### src/rtl/imem_pkg.sv
// Shared constants and loader state encoding for the instruction-memory loader.
package imem_pkg;

  localparam int ADDR_W     = 10;
  localparam int IMEM_WORDS = 1 << ADDR_W;

  typedef enum logic [2:0] {
    ST_IDLE   = 3'd0,
    ST_LEN_LO = 3'd1,
    ST_LEN_HI = 3'd2,
    ST_DATA   = 3'd3,
    ST_CHK    = 3'd4,
    ST_DONE   = 3'd5,
    ST_ERR    = 3'd6
  } state_t;

endpackage

### src/rtl/imem_word_packer.sv
// Packs accepted bytes little-endian into 32-bit words; word_valid is combinational on the 4th byte.
// Zero latency; it only advances on byte_vld, so upstream stalls simply hold its state.
module imem_word_packer
  import imem_pkg::*;
(
  input  logic        clk,
  input  logic        reset,
  input  logic        clear,
  input  logic        byte_vld,
  input  logic [7:0]  byte_dat,
  output logic        word_valid,
  output logic [31:0] word_dat
);

  logic [1:0]  idx;
  logic [23:0] lanes;

  // The first three bytes shift in from the top, so on the fourth they sit in bits [23:0].
  assign word_valid = byte_vld && (idx == 2'd3);
  assign word_dat   = {byte_dat, lanes};

  always_ff @(posedge clk or posedge reset) begin
    if (reset) begin
      idx   <= 2'd0;
      lanes <= 24'd0;
    end else if (clear) begin
      idx   <= 2'd0;
      lanes <= 24'd0;
    end else if (byte_vld) begin
      idx   <= idx + 2'd1;
      lanes <= {byte_dat, lanes[23:8]};
    end
  end

endmodule

### src/rtl/imem_loader.sv
// Loads a length-prefixed little-endian image into IMEM; mem_we 1 cycle after each word's 4th byte.
// Idle rx_valid stalls the FSM in place; IMEM_LOADER_CHECKSUM_EN appends an XOR check byte.
module imem_loader
  import imem_pkg::*;
#(
  parameter int          ADDR_W     = imem_pkg::ADDR_W,
  parameter int unsigned BASE_WADDR = 0
) (
  input  logic              clk,
  input  logic              reset,
  input  logic              start,
  input  logic [7:0]        rx_data,
  input  logic              rx_valid,
  output logic              rx_ready,
  output logic              mem_we,
  output logic [ADDR_W-1:0] mem_waddr,
  output logic [31:0]       mem_wdata,
  output logic              core_stall,
  output logic              busy,
  output logic              done,
  output logic              error,
  output logic [ADDR_W:0]   words_loaded
);

  localparam int unsigned       WORDS  = 1 << ADDR_W;
  localparam logic [ADDR_W-1:0] BASE_A = ADDR_W'(BASE_WADDR);
`ifdef IMEM_LOADER_CHECKSUM_EN
  localparam state_t END_ST = ST_CHK;
`else
  localparam state_t END_ST = ST_DONE;
`endif

  state_t          state;
  logic [15:0]     len;
  logic [15:0]     len_full;
  logic [ADDR_W:0] wl_inc;
  logic            rx_hs;
  logic            byte_vld;
  logic            pack_clear;
  logic            word_valid;
  logic [31:0]     word_dat;

  assign rx_ready   = (state == ST_LEN_LO) || (state == ST_LEN_HI) ||
                      (state == ST_DATA)   || (state == ST_CHK);
  assign rx_hs      = rx_valid && rx_ready;
  assign byte_vld   = rx_hs && (state == ST_DATA);
  assign busy       = (state != ST_IDLE);
  assign core_stall = busy;
  assign pack_clear = (state == ST_IDLE) && start;
  assign len_full   = {rx_data, len[7:0]};
  assign wl_inc     = words_loaded + (ADDR_W+1)'(1);

  imem_word_packer u_packer (
    .clk        (clk),
    .reset      (reset),
    .clear      (pack_clear),
    .byte_vld   (byte_vld),
    .byte_dat   (rx_data),
    .word_valid (word_valid),
    .word_dat   (word_dat)
  );

`ifdef IMEM_LOADER_CHECKSUM_EN
  logic [7:0] chk_acc;

  always_ff @(posedge clk or posedge reset) begin
    if (reset) begin
      chk_acc <= 8'd0;
    end else if (pack_clear) begin
      chk_acc <= 8'd0;
    end else if (byte_vld) begin
      chk_acc <= chk_acc ^ rx_data;
    end
  end
`endif

  always_ff @(posedge clk or posedge reset) begin
    if (reset) begin
      state        <= ST_IDLE;
      len          <= 16'd0;
      words_loaded <= '0;
      mem_we       <= 1'b0;
      mem_waddr    <= '0;
      mem_wdata    <= 32'd0;
      done         <= 1'b0;
      error        <= 1'b0;
    end else begin
      mem_we <= 1'b0;
      case (state)
        ST_IDLE: begin
          if (start) begin
            state        <= ST_LEN_LO;
            done         <= 1'b0;
            error        <= 1'b0;
            words_loaded <= '0;
          end
        end
        ST_LEN_LO: begin
          if (rx_hs) begin
            len[7:0] <= rx_data;
            state    <= ST_LEN_HI;
          end
        end
        ST_LEN_HI: begin
          if (rx_hs) begin
            len[15:8] <= rx_data;
            if (len_full == 16'd0) begin
              state <= END_ST;
            end else if (32'(len_full) > WORDS) begin
              state <= ST_ERR;
            end else begin
              state <= ST_DATA;
            end
          end
        end
        ST_DATA: begin
          if (word_valid) begin
            mem_we       <= 1'b1;
            mem_waddr    <= BASE_A + words_loaded[ADDR_W-1:0];
            mem_wdata    <= word_dat;
            words_loaded <= wl_inc;
            if (32'(wl_inc) == 32'(len)) begin
              state <= END_ST;
            end
          end
        end
`ifdef IMEM_LOADER_CHECKSUM_EN
        ST_CHK: begin
          // The final word was already written on the way in; only the status depends on this byte.
          if (rx_hs) begin
            state <= (rx_data == chk_acc) ? ST_DONE : ST_ERR;
          end
        end
`endif
        ST_DONE: begin
          done  <= 1'b1;
          state <= ST_IDLE;
        end
        ST_ERR: begin
          error <= 1'b1;
          state <= ST_IDLE;
        end
        default: begin
          state <= ST_IDLE;
        end
      endcase
    end
  end

endmodule

### config.mk
export PLATFORM = sky130hd
export DESIGN_NAME = imem_loader
export DESIGN_NICKNAME = d
export VERILOG_FILES = /design/src/rtl/imem_pkg.sv /design/src/rtl/imem_word_packer.sv /design/src/rtl/imem_loader.sv
export SDC_FILE = /design/constraint.sdc
export NUM_CORES = 1
export LEC_CHECK = 0
export ABC_AREA = 0
export CELL_PAD_IN_SITES_DETAIL_PLACEMENT = 0
export CELL_PAD_IN_SITES_GLOBAL_PLACEMENT = 1
export CORE_UTILIZATION = 45
export CTS_BUF_LIST = sky130_fd_sc_hd__clkbuf_16
export DETAILED_ROUTE_END_ITERATION = 10
export MAX_ROUTING_LAYER = met4
export PLACE_DENSITY = 0.83
export SKIP_LAST_GASP = 1
export SYNTH_ARGS = -nofsm -noshare
export SYNTH_HDL_FRONTEND = slang
export SYNTH_SLANG_ARGS = --single-unit
### constraint.sdc
create_clock -name clk -period 9.3 [get_ports clk]
set_input_delay 2.79 -clock clk [delete_from_list [all_inputs] [get_ports clk]]
set_output_delay 2.79 -clock clk [all_outputs]
set_load 0.01 [all_outputs]
==> results.py, run 1 <==
metrics = {
    "synth": {
        "synth_common_cells": "dfrtp_1 (101), nand2_1 (97), a22o_1 (25), mux2_2 (19)",
        "yosysMostFrequentCell": "dfrtp_1",
        "synth_top_area_share_pct": 56.7,
        "synth_edf_count": 0,
        "synth_cell_types": 49,
        "synth_fp_nets": 427,
        "netlist_area_um2": 4460,
        "syn_area_per_cell_um2": 10.8,
        "yosysSeqAreaShare_pct": 56.7,
        "yosysTopAreaCell": "dfrtp_1",
        "yosys_warnings": 0,
        "yosys-top-cells-area": "dfrtp_1 (57%), nand2_1 (8.2%), a22o_1 (4.9%)",
        "synthesis.instances": 413,
        "synth-seq-cells": 101,
        "synth_ff_type": "dfrtp_1",
        "async_flop_share_pct": 100,
    },
    "timing": {
        "setup_viol": 0,
        "rsz0062_at_grt": "no",
        "setup_ws_ps": 4620,
        "finalHoldViolations": 0,
        "timing.slew.headroom_pct": 32.0,
        "whs_ps": 471,
        "maxSlewViolCount": 0,
        "fin_skew_ps": 6.72,
        "period_share_pct": 50.3,
        "tns_ps": 0,
        "fin_crit_ps": 4680,
        "worstMarginPinSlew_ps": 1020,
        "max_freq_ghz": 0.214,
    },
    "critical_path": {
        "worstPathArrival_ps": 4910,
        "timing.rr.start": "state[0]",
        "crit_required_ps": 9520,
        "crit_type": "input pin to register",
        "regToRegSetupSlack_ps": 6920,
        "startpoint_type": "input pin",
        "worstSetupEndpointType": "register",
        "worstPathMaxFanout": 38,
        "reg2reg_to": "mem_waddr[3]",
        "r2r_cells": 6,
    },
    "clock_network": {
        "cts_made_buffers": 9,
        "cts_hold_buffers": 0,
        "post-cts-setup-buffers": 0,
        "cts_tree": "yes",
        "cts-resized-gates": 0,
        "insertion_delay_ps": 340,
        "clock-root-buffer": "clkbuf_16",
        "cts_buffer_depth": 2,
        "cts_max_level": 3,
        "clkSlewWorstSetupHoldPaths_ps": 70,
        "clock-sinks": 101,
    },
    "placement": {
        "hpwl_um": 6620,
        "pre_cts_ws_ps": 4280,
        "io_buffers": 70,
        "gp_congestion": 0.933,
    },
    "floorplanning": {
        "die_w_um": 102,
        "initial_core_util_pct": 47.3,
        "ios": 71,
        "die_h_um": 102,
        "row_count": 35,
        "die_area_um2": 10300,
        "fp.coreArea_um2": 9420,
    },
    "grt": {
        "use_met2_pct": 31.8,
        "antenna_found_initial": 0,
        "track_usage_pct": 21.5,
        "overflow": 0,
        "grt_use_met3_pct": 5.31,
        "grt_max_degree": 85,
        "busiest_layer": "met2",
        "grtUsageMet1_pct": 29.8,
        "grt_pass1_vias": 3135,
        "grt_pass1_wl_um": 16300,
    },
    "finish": {
        "antenna_cells": 0,
        "syn_to_final_growth_pct": 23.4,
        "fillers": 816,
        "nets": 486,
        "drive_gt1_share_pct": 10.9,
    },
    "route": {
        "wl_um": 9780,
        "drtAntennaViolNets": 0,
        "viasPerCell": 5.41,
        "drc": 0,
        "num_vias": 3278,
        "wire_per_inst_um": 16.1,
        "drt_first_pass_iters": 4,
        "drt_iter0_drc": 179,
    },
    "hold_path": {
        "holdCritStartpoint": "mem_wdata[2]",
        "hold_class": "register to register",
        "min_to": "mem_wdata[2]",
        "holdPathStages": 2,
    },
    "pwr": {
        "peakVddDrop_v": 0.000186,
        "power_mw": 1.59,
        "p_leak_nw": 2.48,
        "power-per-cell-area_nw_per_um2": 289,
    },
    "outcome": {
        "status": "finished, final reports clean",
    },
    "flow_run": {
        "drv_cap": 0,
    },
}
## logic make-up after synthesis
group	share of synthesized area, %
AOI/OAI and AO/OA	12.7
xor gates and xnor gates	2.16
adders and majority gates	0.561
buffers and inverters	3.79
DFF	56.7
muxes	8.31
and+or+nand+nor	15.8
## layout make-up
class | instances | area, um2 | area share [%]
Timing Repair Buffer | 73 | 723 | 13.2
Tap cell | 129 | 161 | 2.94
Clock buffer | 9 | 225 | 4.10
Sequential cell | 101 | 2530 | 46.0
Clock inverter | 7 | 56.3 | 1.02
Multi-Input combinational cell | 276 | 1760 | 32.0
Inverter | 11 | 43.8 | 0.796
## how the worst max path moves through the flow
| stage | start | endpoint | slack, ps | cells after the start |
|---|---|---|---|---|
| floorplan | reset | done | 3860 | 1 |
| global placement | rx_valid | mem_waddr[3] | 4300 | 7 |
| detailed placement | rx_valid | mem_waddr[9] | 4280 | 7 |
| CTS | rx_valid | mem_waddr[2] | 4630 | 7 |
| global route | rx_valid | mem_waddr[9] | 4500 | 7 |
| finish | rx_valid | mem_waddr[3] | 4620 | 7 |
## stage by stage
stage,util [%],cells,cell area (um2)
6_report,58.4,606,5500
5_1_grt,58.4,606,5500
4_1_cts,58.4,606,5500
3_5_place_dp,55.4,590,5220
3_3_place_gp,55.4,590,5220
2_1_floorplan,-,413,4460
## report_power, final
group          internal, mW  switching, mW  total (mW)
Combinational         0.280          0.234       0.514
Sequential            0.588          0.136       0.724
Clock                 0.184          0.169       0.353
## critical path: stages
cell,delay (ps)
clkdlybuf4s50_1,560
nand2b_4,100
nor3_4,100
buf_4,300
nand2_2,110
inv_2,530
mux2_1,380
## per-layer routing
metal,wire [um],share of wire (%),vias up
met1,4790,49,1626
li1,-,-,1554
met2,4420,45,88
met4,86,0.88,0
met3,487,5.0,10
met5,0,0,-
## state kept, by name (all words and copies together) (netlist names)
register and cells:
error 1, mem_waddr 10, words_loaded 11, mem_we 1, mem_wdata 32, len 16, state 3, u_packer.idx 2
u_packer.lanes 24, done 1
## cell usage in the layout, fill, tap and decap left out, types with 2 or more instances in the layout
cell type / count
a21oi_1: 13
nor3_1: 7
nor4_1: 2
nor2_1: 12
ha_1: 2
o21ai_0: 15
nor3_2: 2
a21o_1: 2
mux2_1: 13
xor2_1: 6
clkdlybuf4s50_1: 70
and3_1: 3
clkbuf_16: 9
nand2_1: 97
o2bb2ai_1: 2
a221oi_1: 2
buf_4: 3
o21ai_1: 4
nand4_1: 5
nand3_1: 9
inv_1: 7
inv_6: 3
dfrtp_1: 101
o31ai_1: 7
clkinvlp_4: 4
xnor2_1: 5
inv_2: 3
nor2b_1: 3
mux2_2: 19
a22o_1: 25
(Power assumes the default switching activity.)
==> run 2, diff against run 1 <==
--- a/config.mk
+++ b/config.mk
@@ -8,11 +8,11 @@
 export ABC_AREA = 0
 export CELL_PAD_IN_SITES_DETAIL_PLACEMENT = 0
 export CELL_PAD_IN_SITES_GLOBAL_PLACEMENT = 1
-export CORE_UTILIZATION = 45
+export CORE_UTILIZATION = 42
 export CTS_BUF_LIST = sky130_fd_sc_hd__clkbuf_16
 export DETAILED_ROUTE_END_ITERATION = 10
 export MAX_ROUTING_LAYER = met4
-export PLACE_DENSITY = 0.83
+export PLACE_DENSITY = 0.79
 export SKIP_LAST_GASP = 1
 export SYNTH_ARGS = -nofsm -noshare
 export SYNTH_HDL_FRONTEND = slang
==> constraint.sdc (replaced) <==
create_clock -name clk -period 4.4 [get_ports clk]
set_input_delay 1.32 -clock clk [delete_from_list [all_inputs] [get_ports clk]]
set_output_delay 1.32 -clock clk [all_outputs]
set_load 0.01 [all_outputs]
==> run 2 against run 1 <==
  * Sequential cell count unchanged
  * Sequential power rose by 110%
  * Utilization is 4.8 points lower
  * Global-route usage fell by 2.1 points
  * Routed wire length is 1.2% lower
  * Critical path depth did not move
  * Final cell count increased by 1.7%
  * Hold slack improved by 2.2 ps
  * Via count grew 2.5%
  * Largest power group unchanged
  * Highest routed layer unchanged
==> results.py, run 2 (synthesis gave the netlist of run 1 again) <==
metrics = {
    "clock_network": {
        "clkSlewWorstSetupHoldPaths_ps": 70,
        "cts_hold_buffers": 0,
        "cts_max_level": 3,
        "cts_made_buffers": 9,
        "cts_tree": "yes",
        "clock-sinks": 101,
        "clock-root-buffer": "clkbuf_16",
        "insertion_delay_ps": 340,
        "cts_buffer_depth": 2,
        "post-cts-setup-buffers": 0,
        "cts-resized-gates": 0,
    },
    "critical_path": {
        "crit_buf_inv": 3,
        "max_stage_delay_ps": 560,
        "timing.rr.start": "state[0]",
        "startpoint_type": "input pin",
        "crit_required_ps": 4630,
        "worstSetupEndpointType": "register",
        "critical_path.startpoint": "rx_valid",
        "worstPathMaxFanout": 38,
        "crit_slowest_cell": "clkdlybuf4s50_1",
        "crit_type": "input pin to register",
        "crit_family": "buffers and inverters",
        "path_cells": "clkdlybuf4s50_1, nand2b_4, nor3_4, buf_4, nand2_2, inv_2, mux2_1",
        "worstPathArrival_ps": 3420,
    },
    "finish": {
        "largest_register_ffs": 32,
        "nets": 489,
        "drive_gt1_share_pct": 11.3,
        "syn_to_final_growth_pct": 24.2,
        "final_common_cell": "dfrtp_1",
        "antenna_cells": 0,
        "fillers": 918,
        "final_cell_mix": "dfrtp_1 (101), nand2_1 (97), clkdlybuf4s50_1 (70)",
        "reg_top3": "mem_wdata (32), u_packer.lanes (24), len (16)",
        "regMostFlops": "mem_wdata",
    },
    "timing": {
        "tns_ps": 0,
        "rsz0062_at_grt": "no",
        "period_share_pct": 72.4,
        "finalHoldViolations": 0,
        "fin_crit_ps": 3190,
        "timing.slew.headroom_pct": 42.2,
        "maxSlewViolCount": 0,
        "max_freq_ghz": 0.314,
        "setup_viol": 0,
        "worstMarginPinSlew_ps": 865,
        "fin_skew_ps": 8.54,
    },
    "floorplanning": {
        "fp.coreArea_um2": 10300,
        "row_count": 37,
        "die_area_um2": 11000,
        "ios": 71,
        "initial_core_util_pct": 43.2,
        "die_h_um": 105,
        "die_w_um": 105,
    },
    "grt": {
        "grt_max_degree": 59,
        "overflow": 0,
        "antenna_found_initial": 0,
        "grt_pass1_wl_um": 16200,
        "track_usage_pct": 19.4,
        "grt_pass1_vias": 3094,
    },
    "outcome": {
        "status": "finished, final reports clean",
    },
    "route": {
        "drc": 0,
        "wire_per_inst_um": 15.7,
        "drt_iter0_drc": 260,
        "viasPerCell": 5.46,
        "drtAntennaViolNets": 0,
        "drt_first_pass_iters": 4,
        "wl_um": 9670,
        "num_vias": 3361,
    },
    "flow_run": {
        "drv_cap": 0,
    },
    "placement": {
        "hpwl_um": 6650,
        "gp_congestion": 0.879,
        "io_buffers": 70,
    },
    "hold_path": {
        "holdCritStartpoint": "mem_wdata[2]",
        "hold_class": "register to register",
    },
    "pwr": {
        "p_leak_nw": 2.51,
        "power_mw": 3.36,
        "peakVddDrop_v": 0.000316,
        "power-per-cell-area_nw_per_um2": 607,
    },
}
## run 2: metrics by stage
step / utilization (%) / instances / hold slack [ps] / setup slack, ps / instance area [um2]
final: 53.6 / 616 / 473 / 1210 / 5540
after global routing: 53.6 / 616 / 500 / 1070 / 5540
after CTS: 53.6 / 616 / 481 / 1190 / 5540
after detailed placement: 50.8 / 600 / 463 / 821 / 5250
after global placement: 50.8 / 600 / 463 / 873 / 5250
after floorplan: - / 413 / 439 / 433 / 4460
## run 2: per-layer routing
| metal | up-vias | track usage [%] | share of wire, % |
|---|---|---|---|
| met4 | 0 | 6.44 | 1.4 |
| met5 | - | - | 0 |
| met1 | 1666 | 27.4 | 49 |
| met3 | 11 | 2.93 | 4.5 |
| met2 | 107 | 28.7 | 45 |
| li1 | 1577 | - | - |
## run 2: area by class of cell
class,instances,area (um2),share of cell area [%]
Clock inverter,7,63.8,1.15
Tap cell,136,170,3.07
Timing Repair Buffer,76,746,13.5
Multi-Input combinational cell,276,1760,31.8
Inverter,11,43.8,0.791
Clock buffer,9,225,4.07
Sequential cell,101,2530,45.6
## run 2: power breakdown
group	switching, mW	internal (mW)	leakage (nW)
registers	0.285	1.24	1.35
logic	0.485	0.595	1.02
clock network	0.362	0.392	0.138
total	1.13	2.23	2.51
## run 2: worst paths after layout
kind,to,slack [ps],cells after the start
worst max-delay path,mem_wdata[24],1210,7
worst min-delay path,mem_wdata[2],470,2
worst max register to register,mem_wdata[24],2050,6
worst min register to register,mem_wdata[2],470,2
max in group asynchronous,mem_wdata[22],2220,3
min in group asynchronous,mem_wdata[3],1430,2
## run 2: worst reg2reg max path: cells and delay by family (launching register included)
family	cells	cell delay [ps]
buffers and inverters	3	1010
muxes	1	400
DFF	1	530
and+or+nand+nor	2	300
